### config.mk
export PLATFORM = sky130hd
export DESIGN_NAME = prog_loader_flat
export DESIGN_NICKNAME = d
export VERILOG_FILES = /design/src/rtl/prog_loader_pkg.sv /design/src/rtl/prog_loader_if.sv /design/src/rtl/prog_loader.sv /design/src/flat_wrapper.sv
export SDC_FILE = /design/constraint.sdc
export NUM_CORES = 1
export LEC_CHECK = 0
export CORE_ASPECT_RATIO = 1.4
export CORE_MARGIN = 3
export CORE_UTILIZATION = 30
export DETAILED_ROUTE_END_ITERATION = 8
export GPL_TIMING_DRIVEN = 0
export HOLD_SLACK_MARGIN = 0.1
export PLACE_DENSITY = 0.62
export SYNTH_ARGS = -nofsm -noshare
export SYNTH_HDL_FRONTEND = slang
export SYNTH_SLANG_ARGS = --single-unit
### constraint.sdc
create_clock -name clock -period 2.1 [get_ports clock]
set_input_delay 0.315 -clock clock [delete_from_list [all_inputs] [get_ports clock]]
set_output_delay 0.315 -clock clock [all_outputs]
set_load 0.005 [all_outputs]
### src/rtl/prog_loader_pkg.sv
// Shared processor package for the program loader.
// Holds the loader state encoding, the word access-size code and the
// default load address.
package prog_loader_pkg;

  typedef enum logic [1:0] {
    ST_IDLE = 2'd0,
    ST_LOAD = 2'd1,
    ST_DONE = 2'd2,
    ST_OVFL = 2'd3
  } loader_state_e;

  localparam logic [1:0]  ACC_WORD       = 2'b00;
  localparam logic [31:0] START_ADDR_DEF = 32'h8002_0000;

endpackage

### src/rtl/prog_loader_if.sv
// Program-loader bus: word stream in (valid/ready/last) and memory write
// port out. Data and address are [0:31] with bit 0 as the MSB.
//   slave  : the loader side (consumes words, drives memory)
//   master : the source/memory side
interface prog_loader_if;
  logic        word_valid;
  logic [0:31] word_data;
  logic        word_last;
  logic        word_ready;
  logic        mem_busy;
  logic [0:31] mem_addr;
  logic [0:31] mem_data_in;
  logic        mem_wren;
  logic [1:0]  mem_acc_size;
  logic        mem_enable;

  modport slave (
    input  word_valid, word_data, word_last, mem_busy,
    output word_ready, mem_addr, mem_data_in, mem_wren, mem_acc_size, mem_enable
  );

  modport master (
    output word_valid, word_data, word_last, mem_busy,
    input  word_ready, mem_addr, mem_data_in, mem_wren, mem_acc_size, mem_enable
  );
endinterface

### src/rtl/prog_loader.sv
// Program loader: after a start pulse, accepts a stream of 32-bit words and
// writes them to consecutive word addresses from START_ADDRESS, one cycle
// after each acceptance. Ends in DONE on word_last, or in OVFL when
// MAX_WORDS words arrive without word_last.
// Ports:
//   clock, reset   sole clock, synchronous active-high reset
//   start          single-cycle pulse, (re)starts a load outside LOAD
//   bus            prog_loader_if.slave: word stream + memory write port
//   stall          low only in DONE (releases the fetch stage)
//   word_count     words written in the current load
//   done/overflow  high in DONE / OVFL
//   checksum       running sum of written words
// Optional feature: define LOADER_CHECKSUM_EN to build the checksum adder;
// otherwise checksum is tied to zero.
module prog_loader
  import prog_loader_pkg::*;
#(
  parameter logic [31:0] START_ADDRESS = START_ADDR_DEF,
  parameter int unsigned MAX_WORDS     = 1024
) (
  input  logic          clock,
  input  logic          reset,
  input  logic          start,
  prog_loader_if.slave  bus,
  output logic          stall,
  output logic [31:0]   word_count,
  output logic          done,
  output logic          overflow,
  output logic [31:0]   checksum
);

  localparam logic [31:0] LAST_IDX = 32'(MAX_WORDS - 1);

  loader_state_e state;
  logic          wren_q;
  logic          accept;
  logic          ends_load;

  // Reset gates the handshake and the write strobe combinationally so that
  // a write registered on the previous edge never reaches memory while
  // reset is held, and no word is taken in a reset cycle.
  assign bus.word_ready = !reset && (state == ST_LOAD) && !bus.mem_busy
                          && !(wren_q && bus.mem_busy);
  assign accept         = bus.word_valid && bus.word_ready;
  assign bus.mem_wren   = wren_q && !reset;
  assign bus.mem_acc_size = ACC_WORD;

  // The word that fills capacity (count == MAX_WORDS-1 before increment)
  // or carries word_last closes the load.
  assign ends_load = bus.word_last || (word_count == LAST_IDX);

  always_ff @(posedge clock) begin
    if (reset) begin
      state          <= ST_IDLE;
      wren_q         <= 1'b0;
      bus.mem_addr   <= START_ADDRESS;
      bus.mem_data_in <= '0;
      bus.mem_enable <= 1'b0;
      word_count     <= '0;
      stall          <= 1'b1;
      done           <= 1'b0;
      overflow       <= 1'b0;
    end else begin
      wren_q <= accept;
      if (accept) begin
        bus.mem_addr    <= START_ADDRESS + {word_count[29:0], 2'b00};
        bus.mem_data_in <= bus.word_data;
        word_count      <= word_count + 32'd1;
      end
      case (state)
        ST_LOAD: begin
          // Leaving LOAD on the closing acceptance stops further handshakes;
          // that word's write lands in the first DONE/OVFL cycle.
          if (accept && ends_load) begin
            state    <= bus.word_last ? ST_DONE : ST_OVFL;
            stall    <= !bus.word_last;
            done     <= bus.word_last;
            overflow <= !bus.word_last;
          end
        end
        default: begin
          if (start) begin
            state          <= ST_LOAD;
            word_count     <= '0;
            bus.mem_enable <= 1'b1;
            stall          <= 1'b1;
            done           <= 1'b0;
            overflow       <= 1'b0;
          end
        end
      endcase
    end
  end

`ifdef LOADER_CHECKSUM_EN
  // Accumulates in the write cycle; a (re)start clears it.
  always_ff @(posedge clock) begin
    if (reset || (start && state != ST_LOAD))
      checksum <= '0;
    else if (wren_q)
      checksum <= checksum + bus.mem_data_in;
  end
`else
  assign checksum = '0;
`endif

endmodule

### src/flat_wrapper.sv
// flat-port wrapper written by rule: the top's interface ports become plain ports
module prog_loader_flat import prog_loader_pkg::*;
#(
  parameter logic [31:0] START_ADDRESS = START_ADDR_DEF,
  parameter int unsigned MAX_WORDS     = 1024
)
  (clock, reset, start, stall, word_count, done, overflow, checksum, bus_word_valid, bus_word_data, bus_word_last, bus_mem_busy, bus_word_ready, bus_mem_addr, bus_mem_data_in, bus_mem_wren, bus_mem_acc_size, bus_mem_enable);
  prog_loader_if bus_i ();
  input  logic clock;
  input  logic reset;
  input  logic start;
  output logic stall;
  output logic [31:0] word_count;
  output logic done;
  output logic overflow;
  output logic [31:0] checksum;
  input wire logic [$bits(bus_i.word_valid)-1:0] bus_word_valid;
  input wire logic [$bits(bus_i.word_data)-1:0] bus_word_data;
  input wire logic [$bits(bus_i.word_last)-1:0] bus_word_last;
  input wire logic [$bits(bus_i.mem_busy)-1:0] bus_mem_busy;
  output wire logic [$bits(bus_i.word_ready)-1:0] bus_word_ready;
  output wire logic [$bits(bus_i.mem_addr)-1:0] bus_mem_addr;
  output wire logic [$bits(bus_i.mem_data_in)-1:0] bus_mem_data_in;
  output wire logic [$bits(bus_i.mem_wren)-1:0] bus_mem_wren;
  output wire logic [$bits(bus_i.mem_acc_size)-1:0] bus_mem_acc_size;
  output wire logic [$bits(bus_i.mem_enable)-1:0] bus_mem_enable;
  assign bus_i.word_valid = bus_word_valid;
  assign bus_i.word_data = bus_word_data;
  assign bus_i.word_last = bus_word_last;
  assign bus_i.mem_busy = bus_mem_busy;
  assign bus_word_ready = bus_i.word_ready;
  assign bus_mem_addr = bus_i.mem_addr;
  assign bus_mem_data_in = bus_i.mem_data_in;
  assign bus_mem_wren = bus_i.mem_wren;
  assign bus_mem_acc_size = bus_i.mem_acc_size;
  assign bus_mem_enable = bus_i.mem_enable;
  prog_loader #(.START_ADDRESS(START_ADDRESS), .MAX_WORDS(MAX_WORDS)) u_core (.clock(clock), .reset(reset), .start(start), .bus(bus_i), .stall(stall), .word_count(word_count), .done(done), .overflow(overflow), .checksum(checksum));
endmodule
==> metrics.md, run 1 <==
| Metric | Value |
|---|---|
| Outcome | finished, violations left |
| Failing checks | setup timing |
| Sequential fraction of the synthesis area | 45.3% |
| Async set-reset flop share out of synthesis | 0% |
| Inst Count DP | 909 |
| Root Driver | clkbuf_16 |
| Final worst slack | -0.0235 ns |
| Ys flop type | dfxtp_1 |
| Max-cap violation count | 0 |
| Power Density | 583 nW/um2 |
| Post-synthesis register bit count | 101 |
| Slew Limit Fails | 0 |
| Critical Path Max Stage Delay | 0.54 ns |
| Final Skew | 0.00812 ns |
| Yosys cell types | 45 |
| Slew HR | 47.7% |
| Initial DRC Count | 158 |
| Hold Crit Class | primary input to flip-flop |
| DP Wirelength | 10.6 mm |
| Startpoint types | flip-flop |
| Ys Warns | 0 |
| Cells on worst reg2reg path | 4 |
| # diodes | 0 |
| Finished Layout Cells | 927 |
| Final Cell Area | 6660 um2 |
| Pre-CTS setup slack | -0.788 ns |
| Starting Density | 30.8% |
| CP Data Arrival Time | 2.37 ns |
| Final hold vios | 0 |
| Fmax achieved | 471 MHz |
| Clk slew on worst S/H paths | 0.07 ns |
| Core area | 14500 um2 |
| Die Footprint | 16400 um2 |
| First-pass GRT wire length | 21.3 mm |
| Routed via count | 4385 |
| CP bufs+invs | 0 |
| DRC viols | 0 |
| Avg Inst Size Synth | 8.13 um2 |
| Number of synthesized flops with an enable pin | 0 |
| PortBufs | 136 |
| Post-synthesis cell count | 549 |
| RD Place Congestion | 0.868 |
| Slowest-stage cell, CP | or4b_4 |
| WL per Instance | 14.7 um |
| Initial antenna violation count | 0 |
| Cell family with most CP delay | simple AND/OR/NAND/NOR gates |
| Cell Rows | 52 |
| P_leak | 0.00231 uW |
| Req. time, crit path | 2.34 ns |
| Drt via density | 4.73 |
| Total GRT Usage | 16.7% |
| Vias in the first global route | 4206 |
| Die Span X | 109 um |
| Worst-Skew Late Latency | 0.35 ns |
| CTS Buffer Depth | 2 |
| Placed instance area | 6200 um2 |
| ANT nets after route | 0 |
| Final-report setup violation count | 1 |
| Worst slew pin tran | 0.779 ns |
| Worst hold margin | 0.334 ns |
| Share of layout cells above drive strength 1 | 14.6% |
| Hold Startpoint | reset |
| Mapped cell area | 4460 um2 |
| Area growth, synth to finish | 49.1% |
| Crit Path Max Fanout | 6 |
| Hold endpoint | u_core.overflow |
| R2R setup slack | -0.02 ns |
| Wirelength, routed | 13.6 mm |
| Hold buffers post-CTS | 0 |
| # IOs | 174 |
| CTS Buf Count | 9 |
| TritonCTS Sinks | 101 |
| VDD IR max | 0.000329 V |
| Worst r2r src | u_core.state[1] |
| Chip height | 150 um |
| Cell count of the worst hold path | 3 |
| H-tree levels | 3 |
| Worst path cell trace | or4b_4, or3_4, or4_4, a32o_1 |
| Grt ovf | 0 |
| Clock tree from TritonCTS | yes |
| Reg-to-Reg End | u_core.done |
| First drt pass iteration count | 4 |
| Fin crit share | 101% |
| CP Capture Type | flip-flop |
| RSZ-0062 raised after global routing | true |
| Critical path class | flip-flop to flip-flop |
| Tmin final | 2.12 ns |
| Layout net count | 773 |
| Largest net degree at the start of global routing | 19 |
[worst min-delay path: stages]
cell and delay, ns:
buf_2 0.14, or2_2 0.12, mux2i_1 0.05
[state kept, by name, indices dropped and copies added, names as in the netlist]
signal                  flops
u_core.wren_q               1
u_core.state                2
u_core.word_count          32
u_core.stall                1
u_core.done                 1
u_core.bus.mem_enable       1
u_core.bus.mem_data_in     32
u_core.bus.mem_addr        30
u_core.overflow             1
[routing by layer]
metal	wire length [um]	vias to the layer above	track usage, %	share of wire [%]
met5	0	-	0	0
met3	924	31	3.95	6.8
met1	5180	1992	18.3	38
met2	7060	159	29.6	52
li1	-	2203	-	-
met4	428	0	8.09	3.1
[through the flow]
step	power, uW	TNS (ns)	utilization, %
after CTS	3920	-0.0670	45.5
after global placement	2280	-55.48	42.7
after floorplan	2140	-0.0267	-
final	3880	-0.0235	45.9
after global routing	4040	-0.104	45.9
after detailed placement	2290	-59.14	42.7
[worst max path at each step]
stage / startpoint / to / slack (ns) / cells after the start
6_report: u_core.state[1] / u_core.done / -0.02 / 4
5_1_grt: u_core.state[1] / u_core.done / -0.06 / 4
4_1_cts: u_core.state[1] / u_core.done / -0.07 / 4
3_5_place_dp: bus_mem_busy / u_core.bus.mem_data_in[23] / -0.79 / 10
3_3_place_gp: bus_mem_busy / u_core.bus.mem_data_in[23] / -0.73 / 10
2_1_floorplan: reset / u_core.done / -0.02 / 5
[placed cells by master, fill, tap and decap left out, drive strengths merged, types with 5 or more instances in the layout]
cell type	n
a211oi	10
nor4	12
xnor2	15
nand4	12
conb	36
and4	5
or4	12
a21oi	68
nand3	18
or2	5
inv	10
clkbuf	34
clkdlybuf4s50	134
dfxtp	101
o31ai	9
nor3	9
nand2	116
nand2b	7
buf	52
mux2i	6
nor2	26
[cell type report]
class,count,area (um2)
buffer,70,452
clock buffer,10,239
clock inverter,6,53.8
fill,1442,7850
inverter,7,33.8
multi-input combinational,402,2190
sequential,101,2040
tap,189,236
timing repair buffer,142,1410
[timing repair]
item                       in CTS  in global routing
pin swaps                       3                  4
gates resized for setup        30                 25
setup buffers                   4                  2
setup endpoints to repair      88                 50
[synth_stat cells, types with 2 or more instances]
master | n | area, um2
and4_1 | 5 | 43.8
nand2b_1 | 7 | 43.8
nor2_1 | 26 | 97.6
nand3_1 | 18 | 90.1
buf_2 | 8 | 40.0
o211ai_1 | 2 | 15.0
o21ai_0 | 4 | 20.0
o31ai_1 | 9 | 67.6
and2_1 | 2 | 12.5
nand2_1 | 116 | 435
nor3_1 | 9 | 45.0
buf_4 | 36 | 270
xor2_1 | 4 | 35.0
and3_1 | 4 | 25.0
or3_1 | 3 | 18.8
clkbuf_1 | 29 | 109
a311oi_1 | 2 | 17.5
nand4_1 | 12 | 75.1
inv_1 | 5 | 18.8
or4_1 | 11 | 82.6
nor4_1 | 12 | 75.1
mux2i_1 | 6 | 60.1
or2_2 | 5 | 31.3
ha_1 | 2 | 25.0
xnor2_1 | 15 | 131
dfxtp_1 | 101 | 2020
a211oi_1 | 10 | 75.1
a21oi_1 | 68 | 340
o41ai_1 | 2 | 17.5
[where the power goes]
| group | switching (uW) | leakage, uW | internal [uW] |
|---|---|---|---|
| registers | 11.9 | 0.000823 | 1940 |
| logic | 134 | 0.00135 | 166 |
| clock network | 776 | 0.000142 | 858 |
| total | 922 | 0.00231 | 2960 |
[cells by family after synthesis]
logic type / synth area share (%)
AOI/OAI and AO/OA: 13.5
xor gates and xnor gates: 3.73
adders and majority gates: 0.560
buffers and inverters: 10.1
DFF: 45.3
muxes: 1.35
other: 0.0840
and+or+nand+nor: 25.4
Note: power is estimated with default switching activity, not from simulation.
==> run 2: changes to the inputs <==
--- a/config.mk
+++ b/config.mk
@@ -7,11 +7,11 @@
 export LEC_CHECK = 0
 export CORE_ASPECT_RATIO = 1.4
 export CORE_MARGIN = 3
-export CORE_UTILIZATION = 30
+export CORE_UTILIZATION = 40
 export DETAILED_ROUTE_END_ITERATION = 8
 export GPL_TIMING_DRIVEN = 0
 export HOLD_SLACK_MARGIN = 0.1
-export PLACE_DENSITY = 0.62
+export PLACE_DENSITY = 0.78
 export SYNTH_ARGS = -nofsm -noshare
 export SYNTH_HDL_FRONTEND = slang
 export SYNTH_SLANG_ARGS = --single-unit
==> run 2 against run 1 <==
Compared with the run above:
- sequential power hardly changed
- the run still ends with setup timing left
- sequential share of layout area about the same
- count of clock-buffer cells in the layout stayed put
- first-iteration DRC count is 42% higher
- combinational power about the same
- largest power group unchanged
- critical endpoint unchanged
- die area decreased by 24%
==> metrics.md, run 2 (synthesis results as in run 1) <==
| Metric | Value |
|---|---|
| Grt ovf | 0 (unchanged) |
| Wirelength, routed | 13.5 mm (-0.34%) |
| Die Footprint | 12500 um2 (-24%) |
| RD Place Congestion | 0.912 (+5.1%) |
| Multi-input gate area | 2230 um2 (+1.7%) |
| Largest regs | u_core.bus.mem_data_in (32), u_core.word_count (32), u_core.bus.mem_addr (30) |
| Root Driver | clkbuf_16 |
| Initial DRC Count | 225 (+42%) |
| TritonCTS Sinks | 101 (unchanged) |
| Clk slew on worst S/H paths | 0.07 ns (about the same) |
| Max-cap violation count | 0 (unchanged) |
| # IOs | 174 (unchanged) |
| Cell family with most CP delay | simple AND/OR/NAND/NOR gates |
| Power Density | 581 nW/um2 (-0.32%) |
| Critical Path Max Stage Delay | 0.55 ns (about the same) |
| Worst hold margin | 0.330 ns (-0.00449 ns) |
| DRC viols | 0 (unchanged) |
| Hold Crit Class | primary input to flip-flop |
| CTS Buf Count | 9 (unchanged) |
| Pre-CTS setup slack | -0.736 ns (+0.0517 ns) |
| Layout net count | 774 (+0.13%) |
| Worst slew pin tran | 0.568 ns (-0.211 ns) |
| Worst path cell trace | or4b_4, or3_4, or4_4, a32o_1 |
| Slew Limit Fails | 0 (unchanged) |
| Final Skew | 0.0104 ns (+0.00231 ns) |
| Vias in the first global route | 4161 (-1.1%) |
| Critical path class | flip-flop to flip-flop |
| Most common cell after layout, fill and taps aside | clkdlybuf4s50_1 |
| Die Span X | 95.3 um (-13%) |
| Final worst slack | -0.0682 ns (-0.0446 ns) |
| Core area | 10900 um2 (-25%) |
| H-tree levels | 3 (unchanged) |
| Slowest-stage cell, CP | or4b_4 |
| Final-report setup violation count | 2 (+1) |
| Worst-Skew Late Latency | 0.35 ns (about the same) |
| Most frequent cells in the layout | clkdlybuf4s50_1, nand2_1, dfxtp_1 |
| Area growth, synth to finish | 48.7% |
| Fmax achieved | 461 MHz (-2.1%) |
| Tmin final | 2.17 ns (+0.0446 ns) |
| Starting Density | 41.1% (+10 points) |
| Final core utilization | 61.1% (+15 points) |
| # diodes | 0 (unchanged) |
| Failing checks | setup timing |
| Fillers | 939 (-35%) |
| CP bufs+invs | 0 (unchanged) |
| First-pass GRT wire length | 20.5 mm (-3.6%) |
| Req. time, crit path | 2.34 ns (about the same) |
| Final hold vios | 0 (unchanged) |
| CP Data Arrival Time | 2.41 ns (+0.04 ns) |
| DP Wirelength | 10.3 mm (-2.7%) |
| Finished Layout Cells | 880 (-5.1%) |
| Startpoint types | flip-flop |
| Slew HR | 62.1% (+14 points) |
| Cell Rows | 45 (-13%) |
| Initial antenna violation count | 0 (unchanged) |
| FF+latch area | 2040 um2 (-0.12%) |
| Clock tree from TritonCTS | yes |
| Setup TNS | -0.0794 ns (-0.0558 ns) |
| Share of layout cells above drive strength 1 | 14.6% (-0.020 points) |
| Drt via density | 5.08 (+7.3%) |
| Largest net degree at the start of global routing | 19 (unchanged) |
| First drt pass iteration count | 7 (+3) |
| ANT nets after route | 0 (unchanged) |
| RSZ-0062 raised after global routing | true |
| Inst Count DP | 861 (-5.3%) |
| CTS Buffer Depth | 2 (unchanged) |
| Crit Path Max Fanout | 6 (unchanged) |
| VDD IR max | 0.000433 V (+32%) |
| Outcome | finished, violations left |
| CP Capture Type | flip-flop |
| PortBufs | 136 (unchanged) |
| Total GRT Usage | 20.9% (+4.3 points) |
| Routed via count | 4466 (+1.8%) |
| P_leak | 0.00232 uW (+0.30%) |
| Chip height | 131 um (-13%) |
| Fin crit share | 103% (+2.1 points) |
| WL per Instance | 15.4 um (+5.0%) |
[run 2: cell types whose count changed in the layout (fill, tap and decap cells not counted), sizes merged]
cell | previous run | this run
buf | 52 | 51
clkbuf | 34 | 36
clkdlybuf4s15 | 1 | 0
clkinv | 2 | 1
clkinvlp | 1 | 2
dlygate4sd2 | 1 | 2
[run 2: cell type report]
class,instances,share of cell area (%)
multi-input combinational,402,33.6
timing repair buffer,143,21.3
clock inverter,6,0.792
sequential,101,30.7
inverter,7,0.509
tap,141,2.66
buffer,70,6.84
clock buffer,10,3.60
[run 2: path summary, 6_finish.rpt]
kind                         startpoint                    endpoint  slack (ns)  depth (start not counted)
max                     u_core.state[1]                 u_core.done       -0.07                          4
min                               reset             u_core.overflow        0.33                          3
max reg2reg             u_core.state[1]                 u_core.done       -0.07                          4
min reg2reg  u_core.bus.mem_data_in[16]  u_core.bus.mem_data_in[16]        0.45                          2
[run 2: per-layer routing]
layer | wire, um | up-vias | GRT usage, %
li1 | - | 2210 | -
met1 | 5030 | 2039 | 23.6
met2 | 7110 | 181 | 37.1
met3 | 922 | 36 | 3.84
met4 | 485 | 0 | 10.8
met5 | 0 | - | 0
[run 2: repair_timing]
item / CTS / global route
setup buffers: 3 / 4
resized for setup: 32 / 25
pin swaps: 4 / 8
setup endpoints to repair: 88 / 42
hold buffers: 0 / 0
[run 2: power breakdown]
group	internal, uW	switching [uW]
Clock	855	758
Sequential	1930	11.8
Combinational	165	134
Total	2950	903
[run 2: tightest hold or removal path, delay by kind of cell]
family	cells	cell delay, ns
buf+inv	1	0.14
mux	1	0.06
simple gates	1	0.12
[run 2: metrics by stage]
| stage | instance area [um2] | power, uW |
|---|---|---|
| floorplan | 4600 | 2140 |
| global placement | 6140 | 2280 |
| detailed placement | 6140 | 2280 |
| CTS | 6540 | 3880 |
| global route | 6640 | 4000 |
| finish | 6640 | 3860 |
